<file path="config.mk">
export PLATFORM = sky130hd
export DESIGN_NAME = timer_ctrl
export DESIGN_NICKNAME = d
export VERILOG_FILES = /design/src/rtl/timer_ctrl.sv
export SDC_FILE = /design/constraint.sdc
export NUM_CORES = 1
export LEC_CHECK = 0
export CORE_UTILIZATION = 40
export DETAILED_ROUTE_END_ITERATION = 8
export PLACE_DENSITY = 0.67
export SLEW_MARGIN = 40
export SYNTH_ARGS = -nofsm -noshare
export SYNTH_HDL_FRONTEND = slang
export SYNTH_SLANG_ARGS = --single-unit
</file>
<file path="constraint.sdc">
create_clock -name clk -period 1.9 [get_ports clk]
set_input_delay 0.19 -clock clk [delete_from_list [all_inputs] [get_ports clk]]
set_output_delay 0.19 -clock clk [all_outputs]
set_load 0.02 [all_outputs]
</file>
<file path="src/rtl/timer_ctrl.sv">
// Arms a down-counting timer with a latched period, paces it with a prescaled enable and counts its expirations.
// tmr_start one cycle after an accepted arm; no backpressure: arm is dropped outside IDLE, abort always wins.
module timer_ctrl #(
    parameter int WIDTH      = 8,
    parameter int PRESCALE_W = 8,
    parameter int COUNT_W    = 8
) (
    input  logic                  clk,
    input  logic                  rst_n,
    input  logic                  arm,
    input  logic                  abort,
    input  logic [WIDTH-1:0]      cfg_period,
    input  logic [PRESCALE_W-1:0] cfg_prescale,
    input  logic                  cfg_periodic,
    input  logic                  irq_ack,
    input  logic                  tmr_done,
    output logic                  tmr_start,
    output logic                  tmr_en,
    output logic [WIDTH-1:0]      tmr_init_val,
    output logic                  busy,
    output logic                  irq,
    output logic [COUNT_W-1:0]    expire_count
);

    typedef enum logic [1:0] {
        IDLE   = 2'd0,
        LOAD   = 2'd1,
        RUN    = 2'd2,
        EXPIRE = 2'd3
    } state_t;

    state_t                state_q;
    state_t                state_d;
    logic [WIDTH-1:0]      period_q;
    logic [PRESCALE_W-1:0] prescale_q;
    logic                  periodic_q;
    logic [PRESCALE_W-1:0] pre_cnt;
    logic                  irq_q;
    logic [COUNT_W-1:0]    count_q;

    logic arm_accept;
    logic expire_commit;
    logic pre_wrap;

    assign arm_accept    = (state_q == IDLE) && arm && !abort;
    // An abort landing on EXPIRE discards that expiration entirely.
    assign expire_commit = (state_q == EXPIRE) && !abort;
    assign pre_wrap      = (pre_cnt == prescale_q);

    always_ff @(posedge clk or negedge rst_n) begin
        if (!rst_n) begin
            state_q <= IDLE;
        end else begin
            state_q <= state_d;
        end
    end

    always_comb begin
        state_d = state_q;
        case (state_q)
            IDLE:    if (arm) state_d = LOAD;
            LOAD:    state_d = RUN;
            RUN:     if (tmr_done) state_d = EXPIRE;
            EXPIRE:  state_d = periodic_q ? LOAD : IDLE;
            default: state_d = IDLE;
        endcase
        if (abort) begin
            state_d = IDLE;
        end
    end

    always_comb begin
        tmr_start    = 1'b0;
        tmr_en       = 1'b0;
        busy         = 1'b0;
        tmr_init_val = period_q;
        irq          = irq_q;
        expire_count = count_q;
        if (state_q == LOAD) begin
            tmr_start = 1'b1;
        end
        // The done term keeps en low in the cycle the timer reports expiry.
        if (state_q == RUN) begin
            tmr_en = pre_wrap && !tmr_done;
        end
        if (state_q != IDLE) begin
            busy = 1'b1;
        end
    end

    always_ff @(posedge clk or negedge rst_n) begin
        if (!rst_n) begin
            period_q   <= '0;
            prescale_q <= '0;
            periodic_q <= 1'b0;
        end else if (arm_accept) begin
            period_q   <= cfg_period;
            prescale_q <= cfg_prescale;
            periodic_q <= cfg_periodic;
        end
    end

    always_ff @(posedge clk or negedge rst_n) begin
        if (!rst_n) begin
            pre_cnt <= '0;
        end else if (state_q == LOAD) begin
            pre_cnt <= '0;
        end else if (state_q == RUN) begin
            pre_cnt <= pre_wrap ? '0 : pre_cnt + PRESCALE_W'(1);
        end
    end

    // A set in the same cycle as an acknowledge takes precedence.
    always_ff @(posedge clk or negedge rst_n) begin
        if (!rst_n) begin
            irq_q <= 1'b0;
        end else if (expire_commit) begin
            irq_q <= 1'b1;
        end else if (irq_ack) begin
            irq_q <= 1'b0;
        end
    end

    always_ff @(posedge clk or negedge rst_n) begin
        if (!rst_n) begin
            count_q <= '0;
        end else if (arm_accept) begin
            count_q <= '0;
        end else if (expire_commit && (count_q != '1)) begin
            count_q <= count_q + COUNT_W'(1);
        end
    end

endmodule

</file>
# After elaboration in Yosys (flattened, before gate mapping)
# Cells that the tools add are included.
# totals
reg_bits	36
out_inout_bits	20
word_cells	44
input_bits	23
# op_classes
addsub	2
n_eq_ne	7
reduce_logical	13
mux	15
# ops
op	count
two-way mux 8 bit	5
adder 8 x 1 -> 8 bit, second input constant	2
equality test 8 bit	1
!= test 8 bit, second input constant	1
one-hot mux 2 bit (4 select lines)	1
nonzero test 2 bit	4
two-way mux 1 bit	6
two-way mux 2 bit	3
!= test 3 bit, second input constant	2
logical AND 1 bit	5
equality test 2 bit, second input constant	2
equality test 2 x 1 -> 1 bit, second input constant	1
zero test 1 bit	2
zero test 2 bit	1
AND reduction 2 bit	1

# Logic depth before layout (Yosys ltp)
# depth
word_depth	5
mapped_depth	7
ltp_nobuf	6

# Worst setup path before layout
# Ideal clock, no wire load.
# synth_path
path_type	register -> output
start	register pre_cnt[2]
end	output port tmr_en
arrival_ps	1482
path_buffers	0
t_required_ps	1710
path_stages_with_launch	4
path_slack_ps	228
path_cell_list	dfrtp_1 xnor2_1 nand4_1 nor4b_1
# synth_between
elab_chain_cells	3
# synth_lines
element	line_no	text
start: declaration	37	logic [PRESCALE_W-1:0] pre_cnt;
start signal: assignment	109	pre_cnt <= pre_wrap ? '0 : pre_cnt + PRESCALE_W'(1);
equality test 8 bit	48	assign pre_wrap = (pre_cnt == prescale_q);
logical AND 1 bit	84	tmr_en = pre_wrap && !tmr_done;
two-way mux 1 bit	83	if (state_q == RUN) begin
end: declaration	18	output logic tmr_en,
# Every way passes these cells.

# Final worst setup path
# layout_path
start	register state_q[1]
end	output port tmr_start
# layout_between
elab_chain_cells	2
# layout_lines
element	line_no	text
start: declaration	32	state_t state_q;
start signal: assignment	54	state_q <= state_d;
equality test 2 x 1 -> 1 bit	79	if (state_q == LOAD) begin
two-way mux 1 bit	79	
end: declaration	17	output logic tmr_start,
# Every way passes these cells.

==> run_results.csv <==
group,metric,value,unit
timing,setup_viol_count_final,0,
worst_setup_path,crit_required,1.71,ns
drt,drt.antenna.violating_nets,0,
drt,route.detailed.vias_per_inst,4.816,
drt,detailedRoute.firstIterationViolations,63,
synth,synthDistinctLibCells,35,
floorplan,core_area,4144,µm²
synth,synthesis.instances,192,
worst_setup_path,crit_path_start_kind,"flop",
global_routing,grt_start_max_net_pins,37,
clock_tree,cts_setup_buffers,0,
clock_tree,hold_buffers,0,
layout,mostFrequentLayoutCells,"nand2_1, clkdlybuf4s50_1, dfrtp_1",
timing,fin_setup_tns,0,ns
drt,detail_route.wl_per_cell,12.08,µm
synth,synthFlopType,"dfrtp_1",
layout,num_antenna_cells,0,
floorplan,die_y,68.95,µm
worst_setup_path,crit_type,"flop to primary output",
timing,worst-slew-pin-transition,0.4594,ns
layout,mostFrequentLayoutCell,"nand2_1",
clock_tree,cts.root.buffer_cell,"clkbuf_8",
timing,timing.final.max_slew_violations,0,
clock_tree,h-tree-depth,2,
power,power_frac_seq,37.7,%
clock_tree,clk_pin_slew,0.07,ns
power,switching_power,1144,µW
global_routing,grt_pass1_vias,1358,
synth,yosys_warnings,0,
layout,fin_util,58.88,%
timing,final_period_minus_worst_setup_slack,1.767,ns
power,comb_power_share,44.7,%
power,p_int,1959,µW
timing,layout_worst_path_cycle_share,93.02,%
power,leakagePower,0.001139,µW
clock_tree,worst_skew_pair.late_latency,0.28,ns
global_routing,wire_length_of_the_first_global_routing_pass,6182,µm
synth,synth_nets,222,
power,switching_share,36.86,%
synth,synth_seq_area_share,50.24,%
timing,achievable-frequency,565.8,MHz
clock_tree,cts_tree,"built",
drt,drt_pass1_iterations,4,
synth,postSynthAreaPerCell,9.338,µm²
layout,num-fill-cells,382,
floorplan,floorplan.rows,23,
placement,place.port_buffers,42,
drt,vias,1440,
layout,flow.area_growth_from_synthesis,36.08,%
synth,synth.cell_area,1793,µm²
clock_tree,cts-buffers-inserted,5,
power,vdd_ir_drop_max,0.6685,mV
floorplan,ios,43,
clock_tree,cts_resized,2,
worst_setup_path,cp-end-kind,"primary output",
timing,timing_hold_violations_final,0,
worst_setup_path,worst_ep_arrival,1.58,ns
floorplan,floorplan.initialDensity,43.27,%
global_routing,grt_antenna_before_repair,0,
timing,grt_setup_unrepaired,"no",
synth,synth-seq-cells,36,
clock_tree,cts.path.max_buffers,2,
timing,clock-skew-final,0.006645,ns
synth,synth_enable_flop_cells,0,
synth,synthArstFlopShare,100.0,%
drt,wl,3613,µm
flow_run,cap_viol_max_count,0,
floorplan,dieWidth,68.95,µm
floorplan,dieArea,4754,µm²
power,power_density,1272,nW/µm²
placement,routabilityCongestion,0.8229,
power,clockPowerShare,17.6,%
clock_tree,numClockSinks,36,
global_routing,globalRouteTotalUtil,17.96,%
global_routing,grt_overflow_total,0,
placement,post-dp-hpwl,2627,µm
drt,drc,0,
timing,max_slew_margin,69.37,%
layout,post_route_cells_drive_above_1_share,10.04,%
min_path,holdCritPathClass,"input port to async pin",
run_status,status,"finished clean",
worst_setup_path,timing.critical_path.fanout_max,5,
layout,fin_nets,278,
==> path summary, 6_finish.rpt <==
kind,from,end,slack (ns),cells after the start
worst max-delay path,state_q[1],tmr_start,0.13,3
worst min-delay path,rst_n,tmr_init_val[2],0.32,2
worst max register to register,state_q[0],prescale_q[1],0.24,8
worst min register to register,tmr_init_val[1],tmr_init_val[1],0.48,2
max in group asynchronous,rst_n,prescale_q[4],1.25,2
min in group clk,cfg_period[1],tmr_init_val[1],0.43,3
==> synth_stat cells (all sizes together), types with 2 or more instances <==
cell type | n | area, µm²
inv | 6 | 22.52
nand2b | 2 | 12.51
and3 | 3 | 20.02
a211oi | 2 | 15.01
nor2 | 8 | 30.03
nand4 | 6 | 37.54
a21oi | 10 | 50.05
o21ai | 5 | 25.02
buf | 3 | 15.01
nor3 | 4 | 20.02
xnor2 | 8 | 70.07
nand2 | 62 | 232.7
clkbuf | 2 | 7.510
mux2i | 2 | 20.02
xor2 | 7 | 61.31
nand3 | 5 | 30.03
dfrtp | 36 | 900.9
or2 | 2 | 12.52
ha | 7 | 87.58
==> cells by family (layout without fill, tap and decap cells) <==
group | Yosys count | count (layout) | share of synthesized area, %
muxes | 2 | 2 | 1.117
AOI/OAI and AO/OA | 24 | 24 | 9.281
DFF | 36 | 36 | 50.24
buffers and inverters | 11 | 68 | 2.512
and+or+nand+nor | 97 | 97 | 24.63
adders and majority gates | 7 | 7 | 4.885
xor gates and xnor gates | 15 | 15 | 7.328
==> power by group through the flow <==
stage               logic (µW)  registers (µW)  clock network, µW
floorplan                  723            1290                  0
detailed placement        1410            1180                  0
finish                    1390            1170                548
global route              1530            1210                599
CTS                       1400            1170                565
global placement          1390            1180                  0
==> flip-flops by register name, indices dropped and copies added (netlist names) <==
signal and cells:
tmr_init_val 8, state_q 2, pre_cnt 8, irq 1
periodic_q 1, expire_count 8, prescale_q 8
==> layout make-up <==
type	instances	area [µm²]	share of cell area (%)
Tap cell	50	62.56	2.564
Clock buffer	8	90.09	3.692
Sequential cell	36	900.9	36.92
Timing Repair Buffer	54	516.7	21.18
Inverter	6	22.52	0.9231
Multi-Input combinational cell	145	847.1	34.72
==> worst max-delay path, stage by stage (launching register included) <==
cell,delay (ns)
dfrtp_1,0.42
inv_1,0.11
ha_1,0.17
clkdlybuf4s50_1,0.60
==> per-stage QoR <==
stage               area [µm²]  power, µW  hold slack (ns)  std cells  setup slack (ns)
floorplan                 1793       2012          -0.1056        192            0.2280
finish                    2440       3103           0.3216        299            0.1326
global route              2440       3336           0.3650        299           0.04144
detailed placement        2356       2589           0.4611        291           0.02822
global placement          2356       2570           0.4584        291           0.04556
CTS                       2444       3138           0.3443        299           0.01385
==> metal layers <==
layer  track usage, %  share of wire, %  vias to the layer above  wire length (µm)
met5                0                 0                        -                 0
met4            6.888               1.5                        0                54
met3            4.112               4.6                        4               165
met2            27.67                43                       34              1562
met1            24.40                51                      652              1831
li1                 -                 -                      750                 -
No activity file was read; power rests on OpenSTA's default activity.
